**src/rtl/wb_stage_v2.sv**
```systemverilog
// wb_stage_v2: write-back stage of the 5-stage pipeline.
// Registers the MEM-stage result, extracts and extends sub-word load data,
// selects the register-file write data and drives the RF write port.
// Optional retirement counter: define WB_INSTRET_EN to add instret_o.
module wb_stage_v2 #(
  parameter int XLEN       = 32,
  parameter int REG_ADDR_W = 5,
  parameter int PC_STEP    = 4
) (
  input  logic                  clk,
  input  logic                  rst_n,
  input  logic                  stall_i,
  input  logic                  flush_i,
  input  logic                  mem_valid_i,
  input  logic                  mem_regwrite_i,
  input  logic [REG_ADDR_W-1:0] mem_rd_i,
  input  logic [XLEN-1:0]       mem_pc_i,
  input  logic [XLEN-1:0]       mem_imm_i,
  input  logic [XLEN-1:0]       mem_alu_i,
  input  logic [1:0]            mem_wd_sel_i,
  input  logic [1:0]            mem_ld_size_i,
  input  logic                  mem_ld_unsigned_i,
  input  logic [XLEN-1:0]       dmem_rdata_i,
  output logic                  rf_we_o,
  output logic [REG_ADDR_W-1:0] rf_waddr_o,
  output logic [XLEN-1:0]       rf_wdata_o,
  output logic                  wb_valid_o
`ifdef WB_INSTRET_EN
  ,
  output logic [63:0]           instret_o
`endif
);

  localparam int OFF_W = $clog2(XLEN / 8);
  localparam logic [OFF_W-1:0] HALF_MASK = ~OFF_W'(1);
  localparam logic [OFF_W-1:0] WORD_MASK = ~OFF_W'(3);

  logic                  valid_q;
  logic                  regwrite_q;
  logic [REG_ADDR_W-1:0] rd_q;
  logic [XLEN-1:0]       pc_q;
  logic [XLEN-1:0]       imm_q;
  logic [XLEN-1:0]       alu_q;
  logic [1:0]            sel_q;
  logic [1:0]            size_q;
  logic                  uns_q;

  logic                  load_en;
  logic [XLEN-1:0]       load_data;

  // Pick the naturally aligned lane (low offset bits ignored), then sign- or
  // zero-extend it. Size 3 falls back to a word access on 32-bit datapaths.
  function automatic logic [XLEN-1:0] load_extend(
    input logic [XLEN-1:0]  data,
    input logic [OFF_W-1:0] off,
    input logic [1:0]       size,
    input logic             uns
  );
    logic [OFF_W-1:0]       lane;
    logic [XLEN-1:0]        sh;
    logic signed [XLEN-1:0] sext;
    logic [XLEN-1:0]        res;
    case (size)
      2'd0:    lane = off;
      2'd1:    lane = off & HALF_MASK;
      2'd2:    lane = off & WORD_MASK;
      default: lane = (XLEN == 64) ? '0 : (off & WORD_MASK);
    endcase
    sh = data >> {lane, 3'b000};
    case (size)
      2'd0: begin
        sext = $signed(sh[7:0]);
        res  = uns ? XLEN'(sh[7:0]) : sext;
      end
      2'd1: begin
        sext = $signed(sh[15:0]);
        res  = uns ? XLEN'(sh[15:0]) : sext;
      end
      default: begin
        sext = $signed(sh[31:0]);
        if (size == 2'd3 && XLEN == 64) res = sh;
        else                             res = uns ? XLEN'(sh[31:0]) : sext;
      end
    endcase
    return res;
  endfunction

  // A flush still captures the entering instruction's fields, only marked invalid.
  assign load_en = flush_i | ~stall_i;

  // WB pipeline register; stall holds, flush invalidates.
  always_ff @(posedge clk or negedge rst_n) begin
    if (!rst_n) begin
      valid_q    <= 1'b0;
      regwrite_q <= 1'b0;
      rd_q       <= '0;
      pc_q       <= '0;
      imm_q      <= '0;
      alu_q      <= '0;
      sel_q      <= 2'd0;
      size_q     <= 2'd0;
      uns_q      <= 1'b0;
    end else if (load_en) begin
      valid_q    <= mem_valid_i & ~flush_i;
      regwrite_q <= mem_regwrite_i;
      rd_q       <= mem_rd_i;
      pc_q       <= mem_pc_i;
      imm_q      <= mem_imm_i;
      alu_q      <= mem_alu_i;
      sel_q      <= mem_wd_sel_i;
      size_q     <= mem_ld_size_i;
      uns_q      <= mem_ld_unsigned_i;
    end
  end

  // Load data arrives from DMEM during the WB cycle, so extraction is combinational.
  always_comb begin
    load_data = load_extend(dmem_rdata_i, alu_q[OFF_W-1:0], size_q, uns_q);
  end

  // Write-data mux and write enable; a stalled instruction writes when the stall lifts.
  always_comb begin
    case (sel_q)
      2'd0:    rf_wdata_o = pc_q + XLEN'(PC_STEP);
      2'd1:    rf_wdata_o = alu_q;
      2'd2:    rf_wdata_o = load_data;
      default: rf_wdata_o = imm_q;
    endcase
    rf_we_o    = valid_q & regwrite_q & (rd_q != '0) & ~stall_i;
    rf_waddr_o = rd_q;
    wb_valid_o = valid_q;
  end

`ifdef WB_INSTRET_EN
  // Count every instruction that leaves WB, whether or not it writes rd.
  always_ff @(posedge clk or negedge rst_n) begin
    if (!rst_n)                  instret_o <= 64'd0;
    else if (valid_q & ~stall_i) instret_o <= instret_o + 64'd1;
  end
`endif

endmodule

```
**config.mk**
```make
export PLATFORM = sky130hd
export DESIGN_NAME = wb_stage_v2
export DESIGN_NICKNAME = d
export VERILOG_FILES = /design/src/rtl/wb_stage_v2.sv
export SDC_FILE = /design/constraint.sdc
export NUM_CORES = 1
export LEC_CHECK = 0
export CAP_MARGIN = 20
export CORE_ASPECT_RATIO = 0.6
export CORE_UTILIZATION = 43
export CTS_BUF_LIST = sky130_fd_sc_hd__clkbuf_16
export DETAILED_ROUTE_END_ITERATION = 12
export PLACE_DENSITY = 0.82
export SKIP_LAST_GASP = 1
export SLEW_MARGIN = 25
export SYNTH_ARGS = -nofsm -noshare
export SYNTH_HDL_FRONTEND = slang
export SYNTH_SLANG_ARGS = --single-unit
export TNS_END_PERCENT = 30
```
**constraint.sdc**
```tcl
create_clock -name clk -period 2.1 [get_ports clk]
set_input_delay 0.315 -clock clk [delete_from_list [all_inputs] [get_ports clk]]
set_output_delay 0.315 -clock clk [all_outputs]
set_load 0.02 [all_outputs]
```
==> results of run 1 <==
## worst paths after layout
path                          start             end  slack (ns)  cells after the start
setup reg to reg           sel_q[0]        sel_q[0]        0.92                      3
hold reg to reg            imm_q[3]        imm_q[3]        0.51                      1
min in group clk           imm_q[3]        imm_q[3]        0.51                      1
max in group asynchronous     rst_n        alu_q[1]        1.03                      3
setup / recovery            pc_q[2]  rf_wdata_o[22]       -0.67                      9
hold / removal                rst_n       imm_q[26]        0.51                      3
## synthesized netlist by cell type (5+ instances only)
| cell | number |
|---|---|
| dfrtp_1 | 108 |
| o21ai_0 | 17 |
| nand2b_1 | 11 |
| nand3_1 | 14 |
| xor2_1 | 19 |
| mux2i_1 | 12 |
| nor2b_1 | 10 |
| o22ai_1 | 5 |
| a221oi_1 | 6 |
| mux2_2 | 109 |
| buf_2 | 6 |
| a21oi_1 | 13 |
| a31oi_1 | 9 |
| mux4_2 | 15 |
| inv_1 | 6 |
| nand4_1 | 7 |
| clkbuf_1 | 24 |
| nor2_1 | 21 |
| nand2_1 | 31 |
| xnor2_1 | 8 |
| o221ai_1 | 9 |
| a22o_1 | 10 |
## logic make-up (layout without fill, tap and decap cells)
| kind of cell | after synthesis | after routing | share of synthesized area [%] |
|---|---|---|---|
| XOR/XNOR | 27 | 27 | 3.96 |
| flip-flops | 108 | 108 | 45.2 |
| multiplexers | 136 | 136 | 28.2 |
| AO/OA/AOI/OAI | 79 | 79 | 9.19 |
| adder cells (fa/ha/maj) | 1 | 1 | 0.209 |
| buffers and inverters | 40 | 321 | 2.64 |
| AND/OR/NAND/NOR | 118 | 118 | 10.6 |
## layer usage
metal  track usage [%]  vias up
li1                  -     2438
met1              42.7     2712
met2              43.3      243
met3              6.81       19
met4              5.33        0
met5                 0        -
## registers in the layout (all words and copies together) (netlist names)
register	flops
regwrite_q	1
imm_q	32
rf_waddr_o	5
alu_q	32
wb_valid_o	1
size_q	2
sel_q	2
pc_q	32
uns_q	1
## timing repair
item | in CTS | in global routing
resized for setup | 153 | 36
endpoints found under the setup margin | 33 | 33
cloned | 0 | 0
buffers inserted | 6 | 8
endpoints found under the hold margin | 50 | 0
pin swaps | 16 | 9
hold buffers | 1 | 0
## layout by cell type, fill, tap and decap left out, types with 5 or more instances in the layout
cell / instances
a21oi_1: 13
a221oi_2: 6
a22o_1: 10
a31oi_1: 7
buf_12: 5
buf_2: 14
buf_4: 116
buf_6: 6
clkbuf_16: 9
clkdlybuf4s50_1: 149
dfrtp_1: 102
dfrtp_2: 6
inv_1: 6
mux2_2: 109
mux2i_1: 11
mux4_2: 15
nand2_1: 29
nand2b_1: 8
nand3_1: 12
nand4_1: 7
nor2_1: 21
nor2b_1: 9
o21ai_0: 15
o221ai_1: 8
xnor2_1: 8
xor2_1: 16
## power by group through the flow
stage	logic [W]	registers [W]	clock network (W)
2_1_floorplan	0.000836	0.00240	0
3_3_place_gp	0.00181	0.00241	0
3_5_place_dp	0.00184	0.00242	0
4_1_cts	0.00185	0.00238	0.00182
5_1_grt	0.00200	0.00241	0.00190
6_report	0.00189	0.00238	0.00179
## through the flow
step / TNS (ns) / cell area [um^2] / utilization, %
final: -17.02 / 9280 / 70.2
after global placement: -25.23 / 8720 / 66.0
after detailed placement: -26.95 / 8720 / 66.0
after floorplan: -0.145 / 5980 / -
after CTS: -17.63 / 9180 / 69.5
after global routing: -19.44 / 9280 / 70.2
## cell type report
| cell class | instances | share of cell area [%] |
|---|---|---|
| flip-flops and latches | 108 | 29.2 |
| multi-input cells | 361 | 36.1 |
| clock buffers | 9 | 2.43 |
| clock inverters | 7 | 0.877 |
| well taps | 170 | 2.29 |
| repair buffers | 298 | 28.8 |
| inverters | 7 | 0.283 |
## worst reg2reg max path: cells and delay by family (launching register included)
kind	cells	cell delay (ns)
flip-flops	1	0.49
buffers and inverters	2	0.45
AO/OA/AOI/OAI	1	0.13
==> flow_summary.json, run 1 <==
{
  "avgSynthCellArea_um2": 11.7,
  "die_h_um": 93.3,
  "p_per_area_nw_per_um2": 654,
  "dp.cells": 930,
  "wl_met3_um": 1600,
  "clk_pin_slew_ns": 0.07,
  "synth_edf_count": 0,
  "routed_wl_um": 20300,
  "max_stage_delay_ns": 0.40,
  "cap_violations": 0,
  "hold_viol_final": 0,
  "die_area_um2": 14400,
  "arrival_ns": 2.45,
  "crit_path_top_delay_cell": "dfrtp_1",
  "wl_per_cell_um": 21.1,
  "grt.total_usage_pct": 28.9,
  "htreeDepth": 3,
  "syn_area_um2": 5980,
  "drcViolationCount": 0,
  "wl_met2_um": 8830,
  "synth.largest_area_cell": "dfrtp_1",
  "diodes": 0,
  "seq_power_share_pct": 39.3,
  "clock.fmax_ghz": 0.361,
  "nets": 930,
  "grt_pass1_wl_um": 30900,
  "hold_ws_ns": 0.506,
  "drive_gt1_share_pct": 41.9,
  "clock_skew_ns": 0,
  "ys_types": 47,
  "hpwl_um": 15500,
  "die_x_um": 154,
  "p_sw_share_pct": 30.5,
  "met1_length_um": 9620,
  "instances_no_fill": 960,
  "core_region_area_um2": 13200,
  "worst-slew-pin-transition_ns": 0.668,
  "worst_slack_ns": -0.669,
  "numCtsBuffers": 9,
  "drt_iter0_drc": 417,
  "p_total_w": 0.00606,
  "vias_per_cell": 5.64,
  "power_leakage_nw": 3.90,
  "clockPowerShare_pct": 29.5,
  "antenna_found_initial": 0,
  "p_sw_w": 0.00185,
  "multi_input_comb_area_um2": 3350,
  "crit_family": "simple AND/OR/NAND/NOR gates",
  "end_kind": "output port",
  "area_growth_pct": 55.2,
  "cts-root-buf": "clkbuf_16",
  "setup_viol": 33,
  "vias": 5412,
  "io_pins": 183,
  "cp_num_buf_inv": 3,
  "startpoint_type": "register",
  "cts_num_sinks": 108,
  "post-route-period-util_pct": 132,
  "gp_congestion": 0.926,
  "seq_area_frac_synth_pct": 45.2,
  "cts_tree": "yes",
  "violations": "negative setup slack",
  "firstDrtPassIters": 4,
  "clock_latency_ns": 0.34,
  "grt_pass1_vias": 5370,
  "period_needed_ns": 2.77,
  "start_util_pct": 45.2,
  "worstPathCellList": "ha_4 -> nand4_1 -> buf_6 -> nor3_4 -> buf_6 -> nand4_1 -> xor2_2 -> o32ai_2 -> buf_4",
  "grt_start_max_net_pins": 65,
  "overflow": 0,
  "min_path_type": "input pin to asynchronous set/reset pin",
  "seqCellArea_um2": 2710,
  "top_layer": "met4",
  "cp.required_ns": 1.78,
  "yosys_register_bits": 108,
  "rsz0062_at_grt": "true",
  "syn_inst": 509,
  "pwr-share-comb_pct": 31.2,
  "slew_headroom_pct": 55.5,
  "ant_nets": 0,
  "portBuffers": 182,
  "internal-power_w": 0.00421,
  "netlist.area_leader.share_pct": 45.2,
  "clk_path_buf_depth": 2,
  "syn-num-nets": 654,
  "outcome": "finished with violations",
  "crit_path_max_fanout": 6,
  "async_flop_share_pct": 100,
  "slew_viol_final": 0,
  "netlist_top_cells_area": "dfrtp_1 45%, mux2_2 21%, mux4_2 5.7%",
  "vdd_drop_max_uv": 446,
  "n_fill_cell": 922,
  "ys_warn_count": 0,
  "path_class": "register to output port",
  "synth_ff_type": "dfrtp_1",
  "dpl_worst_slack_ns": -0.985,
  "rows": 32
}
No activity file was read; power rests on OpenSTA's default activity.
==> run 2, diff against run 1 <==
CAP_MARGIN = 0   (was 20)
CTS_CLUSTER_DIAMETER = 50   (was default)
==> results of run 2 <==
Same layout as run 1: the final DEF is identical, and so are final timing and power.
==> run 3, diff against run 2 <==
CAP_MARGIN = default   (was 0)
SKIP_LAST_GASP = default   (was 1)
==> flow_summary.json, run 3 (same netlist as run 1, synthesis figures left out) <==
{
  "worst-slew-pin-transition_ns": 0.657,
  "wl_met3_um": 1480,
  "crit_path_top_delay_cell": "dfrtp_1",
  "portBuffers": 182,
  "mostFrequentLayoutCells": "148 x clkdlybuf4s50_1, 121 x buf_4, 109 x mux2_2",
  "reg_top3": "alu_q (32), imm_q (32), pc_q (32)",
  "die_x_um": 154,
  "violations": "negative setup slack",
  "drt_iter0_drc": 407,
  "clock.fmax_ghz": 0.360,
  "hpwl_um": 15500,
  "diodes": 0,
  "slew_viol_final": 0,
  "setup_viol": 32,
  "htreeDepth": 3,
  "clock_skew_ns": 0,
  "cp_num_buf_inv": 3,
  "clk_path_buf_depth": 2,
  "path_depth": 9,
  "start_util_pct": 45.2,
  "utilization_pct": 72.1,
  "path_class": "register to output port",
  "slew_headroom_pct": 56.2,
  "firstDrtPassIters": 5,
  "cts-root-buf": "clkbuf_16",
  "vias_per_cell": 5.64,
  "drive_gt1_share_pct": 44.6,
  "min_path_type": "input pin to asynchronous set/reset pin",
  "nets": 936,
  "period_needed_ns": 2.78,
  "crit_path_max_fanout": 6,
  "worstPathCellList": "ha_4 -> nand4_1 -> buf_6 -> nor3_4 -> buf_6 -> nand4_1 -> xor2_2 -> o32ai_2 -> buf_4",
  "cts_num_sinks": 108,
  "wl_met2_um": 8990,
  "ant_nets": 0,
  "grt_pass1_wl_um": 31200,
  "dp.cells": 930,
  "met1_length_um": 9780,
  "vdd_drop_max_uv": 450,
  "core_region_area_um2": 13200,
  "post-route-period-util_pct": 132,
  "layout_commonest_cell": "clkdlybuf4s50_1",
  "instances_no_fill": 966,
  "cp.required_ns": 1.78,
  "end_kind": "output port",
  "wl_per_cell_um": 21.3,
  "top_layer": "met4",
  "die_h_um": 93.3,
  "power_leakage_nw": 3.97,
  "p_per_area_nw_per_um2": 646,
  "worst_slack_ns": -0.682,
  "clk_pin_slew_ns": 0.07,
  "startpoint_type": "register",
  "routed_wl_um": 20500,
  "placed_area_um2": 8720,
  "io_pins": 183,
  "die_area_um2": 14400,
  "grt_start_max_net_pins": 65,
  "hold_viol_final": 0,
  "design_area_um2": 9520,
  "max_stage_delay_ns": 0.39,
  "cts_tree": "yes",
  "grt.total_usage_pct": 29.2,
  "clock_latency_ns": 0.34,
  "overflow": 0,
  "area_growth_pct": 59.3,
  "outcome": "finished with violations",
  "vias": 5444,
  "hold_ws_ns": 0.507,
  "rows": 32,
  "p_total_w": 0.00615,
  "arrival_ns": 2.47,
  "cap_violations": 0,
  "reg2reg_depth": 3,
  "rsz0062_at_grt": "true",
  "drcViolationCount": 0,
  "numCtsBuffers": 9,
  "crit_family": "simple AND/OR/NAND/NOR gates",
  "grt_pass1_vias": 5395,
  "antenna_found_initial": 0,
  "gp_congestion": 0.926
}
-- run 3: changes by cell type in the layout (fill, tap and decap cells not counted), moves of 3 or more --
cell	previous run	this run
buf_6	6	15
buf_4	116	121
buf_2	14	10
dlygate4sd2_1	3	0
nand3_1	12	9
nand3_4	0	3
o221ai_1	8	5
o221ai_2	1	4
-- run 3: routing by layer --
metal | vias up | GRT usage [%]
li1 | 2452 | -
met3 | 27 | 6.58
met5 | - | 0
met4 | 0 | 5.58
met1 | 2706 | 43.3
met2 | 259 | 43.6
-- run 3: metrics by stage --
stage                     setup TNS [ns]  setup WS (ns)
final                             -16.02         -0.682
after global routing              -17.80         -0.697
after CTS                         -16.08         -0.588
after detailed placement          -26.95         -0.985
after global placement            -25.23         -0.913
after floorplan                   -0.145        -0.0392
-- run 3: layout make-up --
cell class | instances | area [um^2]
Timing Repair Buffer | 304 | 2760
Sequential cell | 108 | 2710
Fill cell | 876 | 3690
Clock inverter | 7 | 81.3
Clock buffer | 9 | 225
Multi-Input combinational cell | 361 | 3510
Inverter | 7 | 26.3
Tap cell | 170 | 213
-- run 3: worst register-to-register path, stage by stage (launching register included) --
cell,delay (ns)
dfrtp_1,0.48
inv_1,0.19
buf_6,0.22
o21ai_0,0.13
-- run 3: path summary, 6_finish.rpt --
check                            endpoint  startpoint  slack, ns
setup / recovery           rf_wdata_o[22]     pc_q[2]      -0.68
hold / removal                  alu_q[21]       rst_n       0.51
setup reg to reg                 sel_q[0]    sel_q[0]       0.95
hold reg to reg                 alu_q[31]   alu_q[31]       0.51
max in group asynchronous        alu_q[1]       rst_n       1.02
min in group clk                alu_q[31]   alu_q[31]       0.51
-- run 3: report_power, final --
part | switching, W | internal (W)
clock network | 0.000839 | 0.000949
logic | 0.000916 | 0.00106
registers | 0.000133 | 0.00226
-- run 3: what timing repair did --
item,in CTS,in global routing
hold buffers,1,0
buffers inserted,6,15
endpoints found under the hold margin,50,0
pin swaps,19,18
endpoints found under the setup margin,33,33
gates resized for setup,185,59
